File: src/rtl/i2c_master_pkg.sv
// Shared types of the I2C byte master: transfer direction selector.
package i2c_master_pkg;

  typedef enum logic {
    I2C_MODE_WRITE = 1'b0,
    I2C_MODE_READ  = 1'b1
  } i2c_rw_mode_t;

endpackage

File: src/rtl/i2c_sensor_pkg.sv
// Types and CRC helper for the generic I2C sensor poller.
package i2c_sensor_pkg;

  typedef enum logic [2:0] {
    ST_IDLE,
    ST_WR_START,
    ST_WR_XFER,
    ST_CONV,
    ST_RD_START,
    ST_RD_XFER,
    ST_CHECK
  } poller_state_t;

  localparam logic [7:0] CRC8_POLY = 8'h31;
  localparam logic [7:0] CRC8_INIT = 8'hFF;

  // MSB-first CRC-8 step over one byte, no reflection, no final XOR.
  function automatic logic [7:0] crc8_byte(input logic [7:0] crc, input logic [7:0] data);
    logic [7:0] c;
    c = crc ^ data;
    for (int i = 0; i < 8; i++) begin
      c = c[7] ? ((c << 1) ^ CRC8_POLY) : (c << 1);
    end
    return c;
  endfunction

endpackage

File: src/rtl/poll_timer.sv
// Free-running reload counter; emits a one-cycle strobe every PERIOD cycles (PERIOD=0 disables).
module poll_timer #(
  parameter int PERIOD = 0
) (
  input  logic clk,
  input  logic rst,
  input  logic enable,
  output logic expire
);

  localparam int CW = (PERIOD > 1) ? $clog2(PERIOD) : 1;
  localparam logic [CW-1:0] RELOAD = CW'((PERIOD > 0) ? PERIOD - 1 : 0);

  logic [CW-1:0] count_reg;
  logic          expire_reg;

  always_ff @(posedge clk) begin
    if (rst) begin
      count_reg  <= RELOAD;
      expire_reg <= 1'b0;
    end else begin
      expire_reg <= 1'b0;
      if (enable && PERIOD != 0) begin
        if (count_reg == '0) begin
          count_reg  <= RELOAD;
          expire_reg <= 1'b1;
        end else begin
          count_reg <= count_reg - 1'b1;
        end
      end
    end
  end

  assign expire = expire_reg;

endmodule

File: src/rtl/i2c_sensor_poller.sv
// Polls an I2C sensor: optional command write, conversion wait, CRC-checked multi-word read.
module i2c_sensor_poller
  import i2c_master_pkg::*;
  import i2c_sensor_pkg::*;
#(
  parameter int          CLK_SYSTEM_FREQUENCY = 50000000,
  parameter logic [6:0]  DEV_ADDR             = 7'h45,
  parameter int          CMD_BYTES            = 2,
  parameter logic [31:0] CMD                  = 32'h2C06_0000,
  parameter int          WORDS                = 2,
  parameter int          POLL_PERIOD          = CLK_SYSTEM_FREQUENCY / 2,
  parameter int          CONV_WAIT            = 0,
  parameter int          MAX_RETRIES          = 2
) (
  input  logic               clk,
  input  logic               rst,
  input  logic               trigger,
  output logic               m_start,
  output logic [7:0]         m_nbytes,
  output logic [6:0]         m_addr,
  output i2c_rw_mode_t       m_rw_mode,
  output logic [7:0]         m_write_data,
  input  logic [7:0]         m_read_data,
  input  logic               m_tx_data_req,
  input  logic               m_rx_data_ready,
  input  logic               m_idle,
  input  logic               m_failed,
  output logic [16*WORDS-1:0] data_words,
  output logic               data_valid,
  output logic               crc_err,
  output logic               bus_err,
  output logic               overrun,
  output logic               busy
);

  localparam int IDX_W = 5;
  localparam logic [IDX_W-1:0] CMD_LEN = IDX_W'(CMD_BYTES);
  localparam logic [IDX_W-1:0] RD_LEN  = IDX_W'(3 * WORDS);
  localparam logic [31:0] CONV_RELOAD = 32'((CONV_WAIT > 0) ? CONV_WAIT - 1 : 0);

  poller_state_t         state_reg, state_next;
  logic [IDX_W-1:0]      idx_reg;
  logic [1:0]            phase_reg;
  logic [3:0]            word_reg;
  logic [7:0]            retry_reg;
  logic [31:0]           conv_cnt_reg;
  logic [7:0]            crc_reg;
  logic                  mismatch_reg;
  logic                  seen_busy_reg;
  logic [16*WORDS-1:0]   shadow_reg;
  logic [16*WORDS-1:0]   data_words_reg;
  i2c_rw_mode_t          rw_mode_reg;
  logic [7:0]            nbytes_reg;
  logic [7:0]            write_data_reg;
  logic                  data_valid_reg, crc_err_reg, bus_err_reg, overrun_reg;

  logic timer_expire, poll_req, xfer_done, fail;
  logic enter_wr, enter_rd, conv_load, retry_inc, retry_clr;
  logic set_valid, set_crc_err, set_bus_err;
  logic [7:0] cmd_table [4];

  for (genvar gi = 0; gi < 4; gi++) begin : g_cmd
    assign cmd_table[gi] = CMD[31-8*gi -: 8];
  end

  poll_timer #(.PERIOD(POLL_PERIOD)) u_timer (
    .clk    (clk),
    .rst    (rst),
    .enable (1'b1),
    .expire (timer_expire)
  );

  assign poll_req = trigger | timer_expire;
  // The master may still report idle right after start; completion needs a busy phase first.
  assign xfer_done = m_idle && seen_busy_reg;

  always_comb begin
    state_next  = state_reg;
    enter_wr    = 1'b0;
    enter_rd    = 1'b0;
    conv_load   = 1'b0;
    retry_inc   = 1'b0;
    retry_clr   = 1'b0;
    set_valid   = 1'b0;
    set_crc_err = 1'b0;
    set_bus_err = 1'b0;
    fail        = 1'b0;
    case (state_reg)
      ST_IDLE: begin
        if (poll_req) begin
          if (CMD_BYTES == 0) enter_rd = 1'b1;
          else                enter_wr = 1'b1;
        end
      end
      ST_WR_START: if (m_idle) state_next = ST_WR_XFER;
      ST_WR_XFER: begin
        if (m_failed) fail = 1'b1;
        else if (xfer_done) begin
          if (CONV_WAIT == 0) enter_rd = 1'b1;
          else begin
            state_next = ST_CONV;
            conv_load  = 1'b1;
          end
        end
      end
      ST_CONV:     if (conv_cnt_reg == '0) enter_rd = 1'b1;
      ST_RD_START: if (m_idle) state_next = ST_RD_XFER;
      ST_RD_XFER: begin
        if (m_failed) fail = 1'b1;
        else if (xfer_done) begin
          if (idx_reg == RD_LEN) state_next = ST_CHECK;
          else                   fail = 1'b1;
        end
      end
      ST_CHECK: begin
        state_next = ST_IDLE;
        retry_clr  = 1'b1;
        if (mismatch_reg) set_crc_err = 1'b1;
        else              set_valid   = 1'b1;
      end
      default: state_next = ST_IDLE;
    endcase
    if (fail) begin
      if (retry_reg < 8'(MAX_RETRIES)) begin
        retry_inc = 1'b1;
        if (CMD_BYTES == 0) enter_rd = 1'b1;
        else                enter_wr = 1'b1;
      end else begin
        set_bus_err = 1'b1;
        retry_clr   = 1'b1;
        state_next  = ST_IDLE;
      end
    end
    if (enter_wr) state_next = ST_WR_START;
    if (enter_rd) state_next = ST_RD_START;
  end

  always_ff @(posedge clk) begin
    if (rst) begin
      state_reg      <= ST_IDLE;
      idx_reg        <= '0;
      phase_reg      <= '0;
      word_reg       <= '0;
      retry_reg      <= '0;
      conv_cnt_reg   <= '0;
      crc_reg        <= CRC8_INIT;
      mismatch_reg   <= 1'b0;
      seen_busy_reg  <= 1'b0;
      shadow_reg     <= '0;
      data_words_reg <= '0;
      rw_mode_reg    <= I2C_MODE_WRITE;
      nbytes_reg     <= '0;
      write_data_reg <= '0;
      data_valid_reg <= 1'b0;
      crc_err_reg    <= 1'b0;
      bus_err_reg    <= 1'b0;
      overrun_reg    <= 1'b0;
    end else begin
      state_reg      <= state_next;
      data_valid_reg <= set_valid;
      crc_err_reg    <= set_crc_err;
      bus_err_reg    <= set_bus_err;
      overrun_reg    <= poll_req && (state_reg != ST_IDLE);

      if (m_start)      seen_busy_reg <= 1'b0;
      else if (!m_idle) seen_busy_reg <= 1'b1;

      if (retry_clr)      retry_reg <= '0;
      else if (retry_inc) retry_reg <= retry_reg + 1'b1;

      if (conv_load)                 conv_cnt_reg <= CONV_RELOAD;
      else if (state_reg == ST_CONV) conv_cnt_reg <= conv_cnt_reg - 1'b1;

      if (set_valid) data_words_reg <= shadow_reg;

      // Transfer setup is loaded on entry so it is stable while m_start is high.
      if (enter_wr) begin
        rw_mode_reg    <= I2C_MODE_WRITE;
        nbytes_reg     <= 8'(CMD_BYTES);
        write_data_reg <= cmd_table[0];
        idx_reg        <= IDX_W'(1);
      end else if (enter_rd) begin
        rw_mode_reg  <= I2C_MODE_READ;
        nbytes_reg   <= 8'(3 * WORDS);
        idx_reg      <= '0;
        phase_reg    <= '0;
        word_reg     <= '0;
        mismatch_reg <= 1'b0;
      end else if (state_reg == ST_WR_XFER && m_tx_data_req && idx_reg < CMD_LEN) begin
        write_data_reg <= cmd_table[idx_reg[1:0]];
        idx_reg        <= idx_reg + 1'b1;
      end else if (state_reg == ST_RD_XFER && m_rx_data_ready && idx_reg < RD_LEN) begin
        case (phase_reg)
          2'd0: begin
            shadow_reg[16*int'(word_reg)+8 +: 8] <= m_read_data;
            crc_reg   <= crc8_byte(CRC8_INIT, m_read_data);
            phase_reg <= 2'd1;
          end
          2'd1: begin
            shadow_reg[16*int'(word_reg) +: 8] <= m_read_data;
            crc_reg   <= crc8_byte(crc_reg, m_read_data);
            phase_reg <= 2'd2;
          end
          default: begin
            if (m_read_data != crc_reg) mismatch_reg <= 1'b1;
            word_reg  <= word_reg + 1'b1;
            phase_reg <= 2'd0;
          end
        endcase
        idx_reg <= idx_reg + 1'b1;
      end
    end
  end

  assign m_start      = (state_reg == ST_WR_START || state_reg == ST_RD_START) && m_idle;
  assign m_nbytes     = nbytes_reg;
  assign m_addr       = DEV_ADDR;
  assign m_rw_mode    = rw_mode_reg;
  assign m_write_data = write_data_reg;
  assign data_words   = data_words_reg;
  assign data_valid   = data_valid_reg;
  assign crc_err      = crc_err_reg;
  assign bus_err      = bus_err_reg;
  assign overrun      = overrun_reg;
  assign busy         = (state_reg != ST_IDLE);

endmodule

File: config.mk
export PLATFORM = sky130hd
export DESIGN_NAME = i2c_sensor_poller
export DESIGN_NICKNAME = d
export VERILOG_FILES = /design/src/rtl/i2c_master_pkg.sv /design/src/rtl/i2c_sensor_pkg.sv /design/src/rtl/poll_timer.sv /design/src/rtl/i2c_sensor_poller.sv
export SDC_FILE = /design/constraint.sdc
export NUM_CORES = 1
export LEC_CHECK = 0
export CAP_MARGIN = 20
export CORE_UTILIZATION = 35
export CTS_BUF_LIST = sky130_fd_sc_hd__clkbuf_8
export DETAILED_ROUTE_END_ITERATION = 7
export PLACE_DENSITY = 0.59
export SLEW_MARGIN = 20
export SYNTH_ARGS = -nofsm -noshare
export SYNTH_HDL_FRONTEND = slang
export SYNTH_SLANG_ARGS = --single-unit
File: constraint.sdc
create_clock -name clk -period 6.85 [get_ports clk]
set_clock_uncertainty 0.15 [all_clocks]
set_input_delay 0.685 -clock clk [delete_from_list [all_inputs] [get_ports clk]]
set_output_delay 0.685 -clock clk [all_outputs]
set_load 0.01 [all_outputs]
After elaboration in Yosys (flattened, before gate mapping) --
Index checks and enable logic that the tools add are counted.
Operators by class: equal/unequal tests 12, bitwise logic cells 25, magnitude comparators 4, add/sub/neg operators 8, shift-type cells 4, muxes and demuxes 78, reductions and logical operators 36
Operator list (number):
- 6-bit two-way mux | 19
- 8-bit by 33-bit variable shift with 32-bit output, first input constant | 2
- 8-bit by 33-bit indexed part select with 32-bit output | 2
- 32-bit bitwise mux | 2
- 32-bit case mux with 2 select lines | 1
- 3-bit NOT | 16
- 8-bit negation with 33-bit output | 1
- 9-bit negation with 33-bit output | 1
- 32-bit logical NOT | 1
- 32-bit by 1-bit subtractor with 32-bit output, second input constant | 1
- 1-bit two-way mux | 28
- 3-bit two-way mux | 9
- 25-bit logical NOT | 1
- 25-bit by 1-bit subtractor with 25-bit output, second input constant | 1
- 8-bit binary-select mux with 2-bit select | 1
- 4-bit two-way mux | 4
- 8-bit two-way mux | 2
- 8-bit case mux with 2 select lines | 1
- 2-bit OR reduction | 8
- 3-bit case mux with 4 select lines | 1
- 2-bit nonzero test | 6
- 2-bit two-way mux | 5
- 5-bit two-way mux | 2
- 5-bit AND reduction | 2
- other kinds (33) | 50
Storage, ports and cells: logic and storage cells 191, input port bits 15, register bits after elaboration 168, output and inout port bits 62

Logic depth before layout (Yosys ltp) --
Gate-level depths: netlist of run 1.
depth in word-level cells 18, mapped depth 10, depth with buffers taken out 8

Hierarchy --
Synthesis of run 1 repeated with hierarchy kept, for this count alone.
Second synthesis, totals: cells, all modules 838, area total of the unflattened synthesis 7363.3 µm²
Modules (own cells, without submodules):
- i2c_sensor_poller | area each 6072.1 µm², cells an instance 702, sequential area each 2742.6 µm², times used 1
- poll_timer | area each 1291.2 µm², cells an instance 136, sequential area each 520.5 µm², times used 1

Worst setup path before layout of run 1 --
Ideal clock, no wire load.
path type register to register, from register conv_cnt_reg[6], to register idx_reg[1], path buffers 3, data required time 6574 ps, stages on the path, launching flop included 10, arrival time 2565 ps, setup time 126 ps, slack 4009 ps, clock period less this slack 2841 ps, path through dfxtp_1 > or4_1 > buf_2 > or4_1 > buf_2 > or3_4 > o31ai_4 > or2_2 > buf_6 > nor3_1
On the way: cells in the longest elaborated chain, start to end 4
Ends and longest elaborated chain:
- from (decl) | RTL line i2c_sensor_poller.sv:46 | logic [31:0] conv_cnt_reg;
- from (signal assigned) | RTL line i2c_sensor_poller.sv:172 | else if (state_reg == ST_CONV) conv_cnt_reg <= conv_cnt_reg - 1'b1;
- 32-bit logical NOT | RTL line i2c_sensor_poller.sv:106 | ST_CONV: if (conv_cnt_reg == '0) enter_rd = 1'b1;
- 1-bit two-way mux | RTL line i2c_sensor_poller.sv:106
- 1-bit case mux with 2 select lines | RTL line i2c_sensor_poller.sv:88 | case (state_reg)
- 3-bit OR reduction (no line)
- to (signal assigned) | RTL line i2c_sensor_poller.sv:191 | idx_reg <= idx_reg + 1'b1;
- to (signal assigned) | RTL line i2c_sensor_poller.sv:210 | idx_reg <= idx_reg + 1'b1;
- to (decl) | RTL line i2c_sensor_poller.sv:42 | logic [IDX_W-1:0] idx_reg;
Every way passes these cells. A chain may end at the register's enable or synchronous reset.

Worst setup path after layout of run 1 --
from input m_read_data[6], to register crc_reg[5]
On the way: cells in the longest elaborated chain, start to end 5, elaborated cells on any way between the ends 9, those cells by class mux (7); bitwise (2)
Ends and longest elaborated chain:
- from (decl) | RTL line i2c_sensor_poller.sv:23 | input logic [7:0] m_read_data,
- 8-bit XOR or 8-bit NOT (tied branches)
- 6-bit two-way mux (3 in a row) | RTL line i2c_sensor_pkg.sv:22 | c = c[7] ? ((c << 1) ^ CRC8_POLY) : (c << 1);
- 8-bit case mux with 2 select lines * | RTL line i2c_sensor_poller.sv:193 | case (phase_reg)
- to (signal assigned) | RTL line i2c_sensor_poller.sv:196 | crc_reg <= crc8_byte(CRC8_INIT, m_read_data);
- to (signal assigned) | RTL line i2c_sensor_poller.sv:201 | crc_reg <= crc8_byte(crc_reg, m_read_data);
- to (decl) | RTL line i2c_sensor_poller.sv:47 | logic [7:0] crc_reg;
Every way passes the cells marked *; elsewhere a longest branch is shown, timed or not.

==> impl_results.md, run 1 <==
* Status: complete, no violations
* Num rows at 52
* TritonCTS buffer count at 17
* Slew at the pin with the worst max-slew slack at 0.999 ns
* Via count at 5677
* DRT Pass-1 Iters at 5
* Crit-path slowest cell: clkdlybuf4s50_1
* Antenna Nets Post-Route at 0
* Longest Clk Path Bufs at 2
* First-pass GRT wire length at 26100 microns
* Die area at 21300 sq um
* GRT Util Overall at 0.150
* Min Tclk post-route at 3.17 ns
* Asr flop ratio synth at 0
* RSZ-0062 raised after global routing: no
* Initial DRC count at 280
* Ys flop type: dfxtp_1
* Peak supply drop at 0.126 mV
* Power Dens Cells at 228 nW/um^2
* Layout Nets at 923
* Worst Setup End Kind: flip-flop
* # setup viols final at 0
* Number of instances in the placed design at 1150
* Crit Path Max Fanout at 11
* Synthesized area per cell at 8.29 sq um
* Final worst-path cycle share at 0.463
* Pleak at 2.89 nW
* H-tree depth at 4
* Antenna violations before repair at 0
* Max-Cap Viols at 0
* Post-route cell area at 8360 sq um
* GR Overflow Total at 0
* CP cell instances: clkdlybuf4s50_1, xnor3_1, xor2_1, nor2_1, o311ai_0, a21boi_0, o31ai_1
* Crit path launch type: input port
* Pin count of the biggest net entering global routing at 90
* Internal Power at 1.40 mW
* Synthesized area at 7250 sq um
* Final hold violation count at 0
* CTS tree: yes
* Gate Count Post-Synth at 874
* Core Area at 20300 sq um
* HPWL Detailed at 10200 microns
* ANT cells at 0
* CP max stage delay at 0.68 ns
* I/O Buffers at 59
* Setup CP Type: in -> reg
* Syn. warnings at 0
* Logic pwr share at 0.085
* Final GP Congestion at 0.771
* TNS Setup at 0 ns
* Non-Filler Instances at 1182
* Sw frac at 0.264
* Fmax at 315 MHz
* Clock latency on the worst-skew pair at 0.46 ns
* Post-DP Area at 7920 sq um
* Crit path buf inv count at 1
* Yosys cell types at 58
* Area grow syn2layout at 15.3%
* CTS root buf: clkbuf_8
* Family with the most delay on the worst path: XOR/XNOR gates
* Routed wire per std cell at 13.0 microns
* Register area share after synthesis at 0.450
* Net Sw Power at 0.502 mW
* Die Wd at 146 microns
* Reg clk slew, reported paths at 0.09 ns
* Reg power frac at 0.515
* Vias per cell at 4.80
* Final wirelength at 15300 microns
* Postcts setup bufs at 0
* Post-CTS sizing at 0
* Required @ worst endpoint at 7.07 ns
* Critical path data arrival time at 3.39 ns
* # hold bufs at CTS at 0
* Slew HR at 0.331
* Yosys reg bits at 163
* Number of synthesized flops with an enable pin at 0
* Initial core utilization at 0.357
* Layout cells sized above 1 at 0.0537
* Min-delay worst type: reg -> reg
* Vias in the first global route at 5118
* Share of power burned in the clock network at 0.400
* DRC Markers at 0
* Io pins at 77
* Clock sink total at 163
* Die Y at 146 microns
* Post-layout util at 0.412
* Final Max Tran Viols at 0
-- power groups by stage --
stage               combinational (mW)  clock, mW  sequential [mW]
global route                     0.181      0.833            0.983
finish                           0.162      0.761            0.979
CTS                              0.163      0.787            0.980
floorplan                        0.131          0            0.996
global placement                 0.162          0             1.00
detailed placement               0.162          0             1.00
-- path summary, 6_finish.rpt --
path / from / endpoint / slack, ns / cells past startpoint
max reg2reg: conv_cnt_reg[6]$_SDFFE_PP0N_ / state_reg[0]$_SDFF_PP0_ / 3.68 / 6
max: m_read_data[6] / crc_reg[5]$_SDFFE_PP1P_ / 3.68 / 7
min reg2reg: u_timer.count_reg[0]$_SDFF_PP1_ / u_timer.count_reg[0]$_SDFF_PP1_ / 0.30 / 1
min: u_timer.count_reg[0]$_SDFF_PP1_ / u_timer.count_reg[0]$_SDFF_PP1_ / 0.30 / 1
-- logic make-up (layout without fill, tap and decap cells) --
family                   count (synthesis)  in the layout  synth area share
AND/OR/NAND/NOR                        396            396             0.258
flip-flops                             163            163             0.450
AO/OA/AOI/OAI                          122            122            0.0994
XOR/XNOR                                91             91             0.114
buffers and inverters                   87            110            0.0563
adder cells (fa/ha/maj)                  9              9            0.0155
multiplexers                             4              4           0.00552
other                                    2             17           0.00104
-- placed cells by master (no fill, tap or decap), types with 28 or more instances in the layout --
master           instances
dfxtp_1                163
nand2_1                143
nor2_1                  92
a21oi_1                 83
clkdlybuf4s50_1         58
xnor2_1                 55
nor3_1                  36
xor2_1                  34
nand3_1                 28
-- final cells by class --
type / instances / area, sq um
fill: 2122 / 11900
timing repair buffer: 62 / 611
clock inverter: 15 / 194
clock buffer: 17 / 234
multi-input combinational: 639 / 3660
tap: 270 / 338
sequential: 163 / 3260
inverter: 16 / 60.1
-- stage by stage --
step	hold WS, ns	worst slack [ns]	total power [mW]
floorplan	0.247	4.01	1.13
global placement	0.273	3.39	1.16
detailed placement	0.280	3.28	1.16
CTS	0.303	3.67	1.93
global route	0.314	3.53	2.00
finish	0.295	3.68	1.90
-- Yosys cell counts, drive strengths merged (3+ instances only) --
| library cell | instances | share of area |
|---|---|---|
| a31oi | 3 | 0.0026 |
| o21ai | 7 | 0.0048 |
| or4 | 7 | 0.0074 |
| clkbuf | 46 | 0.024 |
| nor3 | 36 | 0.025 |
| and3 | 5 | 0.0043 |
| a21oi | 83 | 0.057 |
| or2 | 5 | 0.0043 |
| nand3b | 3 | 0.0031 |
| o311ai | 3 | 0.0036 |
| inv | 16 | 0.0083 |
| nor4b | 3 | 0.0045 |
| nor2 | 93 | 0.048 |
| nand2 | 143 | 0.074 |
| and2 | 8 | 0.0069 |
| nor4 | 14 | 0.012 |
| a211oi | 3 | 0.0031 |
| nor2b | 5 | 0.0043 |
| nand2b | 15 | 0.013 |
| xnor2 | 55 | 0.066 |
| ha | 9 | 0.016 |
| o31ai | 4 | 0.0060 |
| nor3b | 5 | 0.0052 |
| o41ai | 3 | 0.0036 |
| or3 | 17 | 0.016 |
| xor2 | 34 | 0.041 |
| a211o | 5 | 0.0060 |
| dfxtp | 163 | 0.45 |
| nand3 | 28 | 0.019 |
| buf | 25 | 0.024 |
| mux2i | 4 | 0.0055 |
-- worst register-to-register path, stage by stage, from the launching register on --
cell and delay, ns:
dfxtp_1 0.36, or4_1 0.64, or4_1 0.68, or3_4 0.47, o31ai_4 0.32, or2_2 0.34, nor3_1 0.10
-- per-layer routing --
metal	up-vias	routed length [microns]	part of all wire	GRT usage
li1	2932	-	-	-
met1	2622	7610	0.50	0.204
met2	111	6980	0.45	0.238
met3	12	610	0.040	0.0342
met4	0	154	0.010	0.0426
met5	-	0	0	0
Note: power is estimated with default switching activity, not from simulation.
==> inputs of run 2 (changes only) <==
==> constraint.sdc (replaced) <==
create_clock -name clk -period 3 [get_ports clk]
set_clock_uncertainty 0.15 [all_clocks]
set_input_delay 0.3 -clock clk [delete_from_list [all_inputs] [get_ports clk]]
set_output_delay 0.3 -clock clk [all_outputs]
set_load 0.01 [all_outputs]
==> run 2 against run 1 <==
Design area grew 1.9%. Die area did not move. Largest cell class unchanged. Critical endpoint is now state_reg[0]$_SDFF_PP0_. Global-route usage grew 0.30 points. Combinational power rose to 2.6 times the previous value. Final cell count increased by 1.9%. First-iteration DRC count grew 1.4%. Routed wire length is 1.2% higher. Power rose by 130%.
==> impl_results.md, run 2 (synthesized netlist as in run 1, its figures left out) <==
* Status: complete, no violations
* Num rows at 52
* Die area at 21300 sq um
* CP max stage delay at 0.54 ns
* Min-delay worst type: in -> reg
* H-tree depth at 4
* Vias in the first global route at 5416
* Io pins at 77
* DRT Pass-1 Iters at 4
* Via count at 5725
* Final wirelength at 15500 microns
* GR Overflow Total at 0
* Core Area at 20300 sq um
* # setup viols final at 0
* I/O Buffers at 59
* CP cell instances: or4_1, or4_1, or3_4, o31ai_4, or2_2, nor3_1
* First-pass GRT wire length at 26500 microns
* FILL cells at 2117
* Area grow syn2layout at 17.5%
* Initial core utilization at 0.357
* Vias per cell at 4.75
* Final GP Congestion at 0.755
* Final worst-path cycle share at 0.932
* Antenna violations before repair at 0
* Most frequent cells in the layout: dfxtp_1, nand2_1, nor2_1
* TNS Setup at 0 ns
* CTS root buf: clkbuf_8
* Pleak at 3.01 nW
* Longest Clk Path Bufs at 2
* Required @ worst endpoint at 3.17 ns
* CTS tree: yes
* Met3 GRT Util at 0.0389
* # hold bufs at CTS at 0
* Crit path launch type: flip-flop
* Critical path data arrival time at 2.97 ns
* Max-Cap Viols at 0
* Clock sink total at 163
* Post-CTS sizing at 0
* Initial DRC count at 284
* Reg clk slew, reported paths at 0.09 ns
* Antenna Nets Post-Route at 0
* TritonCTS buffer count at 17
* Crit-path slowest cell: or4_1
* Setup CP Type: reg -> reg
* RSZ-0062 raised after global routing: no
* HPWL Detailed at 10800 microns
* Peak supply drop at 0.247 mV
* ANT cells at 0
* Die Wd at 146 microns
* Post-route cell area at 8510 sq um
* DRC Markers at 0
* Pin count of the biggest net entering global routing at 61
* Final hold violation count at 0
* Fmax at 357 MHz
* Min Tclk post-route at 2.80 ns
* Met1 Resource Use GR at 0.196
* Slew HR at 0.385
* Die Y at 146 microns
* Slew at the pin with the worst max-slew slack at 0.916 ns
* Layout Nets at 948
* Power Dens Cells at 506 nW/um^2
* Postcts setup bufs at 0
* Crit Path Max Fanout at 11
* Layout cells sized above 1 at 0.0738
* Clock latency on the worst-skew pair at 0.44 ns
* Most common cell after layout, fill and taps aside: dfxtp_1
* GRT Util Overall at 0.153
* Final Max Tran Viols at 0
* Routed wire per std cell at 12.9 microns
* GR met2 Demand/Resource at 0.256
* Grt peak-use layer: met2
* Worst Setup End Kind: flip-flop
* Post-DP Area at 8100 sq um
* Top cell by count, worst path: or4_1
run 2: changes by cell type in the layout (fill, tap and decap cells not counted):
cell       change
clkinv_2       +2
inv_6          -5
buf_4         +25
bufinv_16      +1
nor4_2         +1
clkinv_4       -1
inv_8          -2
nor4_4         -1
inv_1          +3
run 2: final cells by class:
class                      instances  area (sq um)  share of cell area
multi-input combinational        639          3650               0.429
clock buffer                      17           234              0.0275
sequential                       163          3260               0.383
timing repair buffer              87           798              0.0938
clock inverter                    13           170              0.0200
inverter                          16          60.1             0.00705
tap                              270           338              0.0397
run 2: power breakdown:
group	switching, mW	internal (mW)
combinational	0.236	0.177
sequential	0.0345	2.20
clock	0.773	0.887
total	1.04	3.26
run 2: per-layer routing:
metal | vias to the layer above | routed length (microns)
li1 | 2994 | -
met1 | 2634 | 7600
met2 | 87 | 7280
met3 | 10 | 524
met4 | 0 | 131
met5 | - | 0
run 2: path summary, 6_finish.rpt:
path	end	cells after the start	slack, ns	from
setup / recovery	state_reg[0]$_SDFF_PP0_	6	0.20	conv_cnt_reg[6]$_SDFFE_PP0N_
hold / removal	conv_cnt_reg[0]$_SDFFE_PP0N_	2	0.1	rst
setup reg to reg	state_reg[0]$_SDFF_PP0_	6	0.20	conv_cnt_reg[6]$_SDFFE_PP0N_
hold reg to reg	u_timer.count_reg[0]$_SDFF_PP1_	1	0.29	u_timer.count_reg[0]$_SDFF_PP1_
run 2: worst max-delay path: cells and delay by family, from the launching register on:
kind,cells,cell delay (ns)
compound gates,1,0.26
simple gates,5,1.92
flops,1,0.35
run 2: through the flow:
stage / instances / setup slack (ns) / hold slack, ns / utilization / power, mW
after floorplan: 889 / 0.159 / 0.247 / - / 2.57
after global placement: 1174 / 0.227 / 0.270 / 0.399 / 2.69
after detailed placement: 1174 / 0.208 / 0.275 / 0.399 / 2.69
after CTS: 1204 / 0.200 / 0.0675 / 0.419 / 4.37
after global routing: 1205 / 0.0634 / 0.0702 / 0.419 / 4.51
final: 1205 / 0.203 / 0.0950 / 0.419 / 4.30
==> inputs of run 3 (changes only) <==
--- a/config.mk
+++ b/config.mk
@@ -10,6 +10,7 @@
 export CTS_BUF_LIST = sky130_fd_sc_hd__clkbuf_8
 export DETAILED_ROUTE_END_ITERATION = 7
 export PLACE_DENSITY = 0.59
+export REMOVE_ABC_BUFFERS = 1
 export SLEW_MARGIN = 20
 export SYNTH_ARGS = -nofsm -noshare
 export SYNTH_HDL_FRONTEND = slang
==> run 3 against run 2 <==
Routed wire length is 1.7% lower. Maximum frequency rose by 0.44%. Combinational power decreased by 4%. First-iteration DRC count rose by 13%. Power grew 1.2%. Critical path depth stayed put. Sequential share of layout area decreased by 0.24 points. Non-clock buffer count grew 2. Highest routed layer unchanged. Global-route usage shrank 0.71 points. Hold slack improved by 0.024 ns. Largest cell class unchanged. Register-to-register slack is essentially flat. Worst setup slack better by 0.012 ns.
==> impl_results.md, run 3 (synthesized netlist as in run 1, its figures left out) <==
* Status: complete, no violations
* Antenna violations before repair at 0
* Vias in the first global route at 5135
* Via count at 5696
* Slew at the pin with the worst max-slew slack at 0.662 ns
* FILL cells at 2067
* Pleak at 3.03 nW
* Longest Clk Path Bufs at 2
* Num rows at 52
* HPWL Detailed at 10600 microns
* GR Overflow Total at 0
* DRT Pass-1 Iters at 5
* Max-Cap Viols at 0
* Reg power frac at 0.514
* Reg2Reg Depth at 6
* Final Max Tran Viols at 0
* Most common cell after layout, fill and taps aside: dfxtp_1
* Die area at 21300 sq um
* Antenna Nets Post-Route at 0
* First-pass GRT wire length at 25200 microns
* Net Sw Power at 1.18 mW
* DRC Markers at 0
* # setup viols final at 0
* Area grow syn2layout at 18.2%
* ANT cells at 0
* Final GP Congestion at 0.822
* Routed wire per std cell at 12.6 microns
* Fmax at 359 MHz
* TritonCTS buffer count at 17
* I/O Buffers at 59
* Post-layout util at 0.422
* Die Y at 146 microns
* Layout Nets at 950
* CTS tree: yes
* Reg clk slew, reported paths at 0.10 ns
* Reg2Reg Launch Point: conv_cnt_reg[6]$_SDFFE_PP0N_
* Crit path launch type: flip-flop
* Crit Path Max Fanout at 11
* RSZ-0062 raised after global routing: no
* Clock latency on the worst-skew pair at 0.47 ns
* Final wirelength at 15300 microns
* Post-CTS sizing at 0
* Worst setup path start: conv_cnt_reg[6]$_SDFFE_PP0N_
* Initial DRC count at 320
* Worst Setup EP: state_reg[0]$_SDFF_PP0_
* Final hold violation count at 0
* Clock sink total at 163
* Logic pwr share at 0.091
* Core Area at 20300 sq um
* Number of instances in the placed design at 1176
* Reg-to-reg endpoint: state_reg[0]$_SDFF_PP0_
* Slew HR at 0.556
* Most frequent cells in the layout: dfxtp_1, nand2_1, nor2_1
* Min Tclk post-route at 2.79 ns
* Postcts setup bufs at 0
* Io pins at 77
* Critical path data arrival time at 2.97 ns
* Vias per cell at 4.71
* Power Dens Cells at 509 nW/um^2
* Initial core utilization at 0.357
* H-tree depth at 4
* Share of power burned in the clock network at 0.395
* Required @ worst endpoint at 3.19 ns
* Sw frac at 0.271
* Non-Filler Instances at 1209
* Peak supply drop at 0.369 mV
* Layout cells sized above 1 at 0.0809
* Setup CP Type: reg -> reg
* Pin count of the biggest net entering global routing at 45
* # hold bufs at CTS at 0
* Worst Setup End Kind: flip-flop
* GRT Util Overall at 0.146
* Internal Power at 3.18 mW
* Die Wd at 146 microns
* CTS root buf: clkbuf_8
* R2R setup slack at 0.21 ns
* Min-delay worst type: in -> reg
* Final worst-path cycle share at 0.928
-- run 3: cell count changes in the layout (fill, tap and decap cells not counted), sizes merged --
cell      change
clkinvlp      -1
buf           +2
clkbuf        +1
clkinv        +2
inv           +2
bufinv        -2
-- run 3: metrics by stage --
| stage | hold slack (ns) | setup WS [ns] | area, sq um | power (mW) | TNS [ns] |
|---|---|---|---|---|---|
| after CTS | 0.102 | 0.187 | 8560 | 4.42 | 0 |
| after floorplan | 0.219 | -0.642 | 6960 | 2.51 | -13.07 |
| after global placement | 0.273 | 0.238 | 8120 | 2.68 | 0 |
| final | 0.119 | 0.215 | 8570 | 4.36 | 0 |
| after global routing | 0.114 | 0.0964 | 8570 | 4.56 | 0 |
| after detailed placement | 0.274 | 0.220 | 8120 | 2.68 | 0 |
-- run 3: layer usage --
metal / share of wire / vias up / track usage
li1: - / 2995 / -
met1: 0.51 / 2579 / 0.204
met2: 0.44 / 111 / 0.221
met3: 0.039 / 11 / 0.0345
met4: 0.0088 / 0 / 0.0432
met5: 0 / - / 0
-- run 3: critical path: stages, from the launching register on --
cell     delay (ns)
dfxtp_1        0.36
or4_1          0.54
or4_1          0.54
or3_4          0.43
o31ai_4        0.25
or2_2          0.30
nor3_1         0.09
-- run 3: final cells by class --
type | instances | area [sq um] | share of cell area
clock buffer | 18 | 248 | 0.0289
clock inverter | 14 | 194 | 0.0226
inverter | 16 | 60.1 | 0.00701
multi-input combinational | 639 | 3650 | 0.426
sequential | 163 | 3260 | 0.381
tap | 270 | 338 | 0.0394
timing repair buffer | 89 | 813 | 0.0949
-- run 3: worst min path at each step --
| stage | from | end | slack, ns | cells past startpoint |
|---|---|---|---|---|
| 4_1_cts | rst | conv_cnt_reg[10]$_SDFFE_PP0N_ | 0.10 | 2 |
| 2_1_floorplan | rst | conv_cnt_reg[13]$_SDFFE_PP0N_ | 0.22 | 1 |
| 3_3_place_gp | u_timer.count_reg[0]$_SDFF_PP1_ | u_timer.count_reg[0]$_SDFF_PP1_ | 0.27 | 1 |
| 3_5_place_dp | u_timer.count_reg[0]$_SDFF_PP1_ | u_timer.count_reg[0]$_SDFF_PP1_ | 0.27 | 1 |
| 6_report | rst | conv_cnt_reg[9]$_SDFFE_PP0N_ | 0.12 | 2 |
| 5_1_grt | rst | conv_cnt_reg[6]$_SDFFE_PP0N_ | 0.11 | 2 |
-- run 3: power groups by stage --
stage | Combinational (mW) | Sequential, mW | Clock [mW]
2_1_floorplan | 0.227 | 2.28 | 0
3_3_place_gp | 0.397 | 2.29 | 0
3_5_place_dp | 0.397 | 2.29 | 0
4_1_cts | 0.400 | 2.24 | 1.78
5_1_grt | 0.440 | 2.24 | 1.88
6_report | 0.398 | 2.24 | 1.72
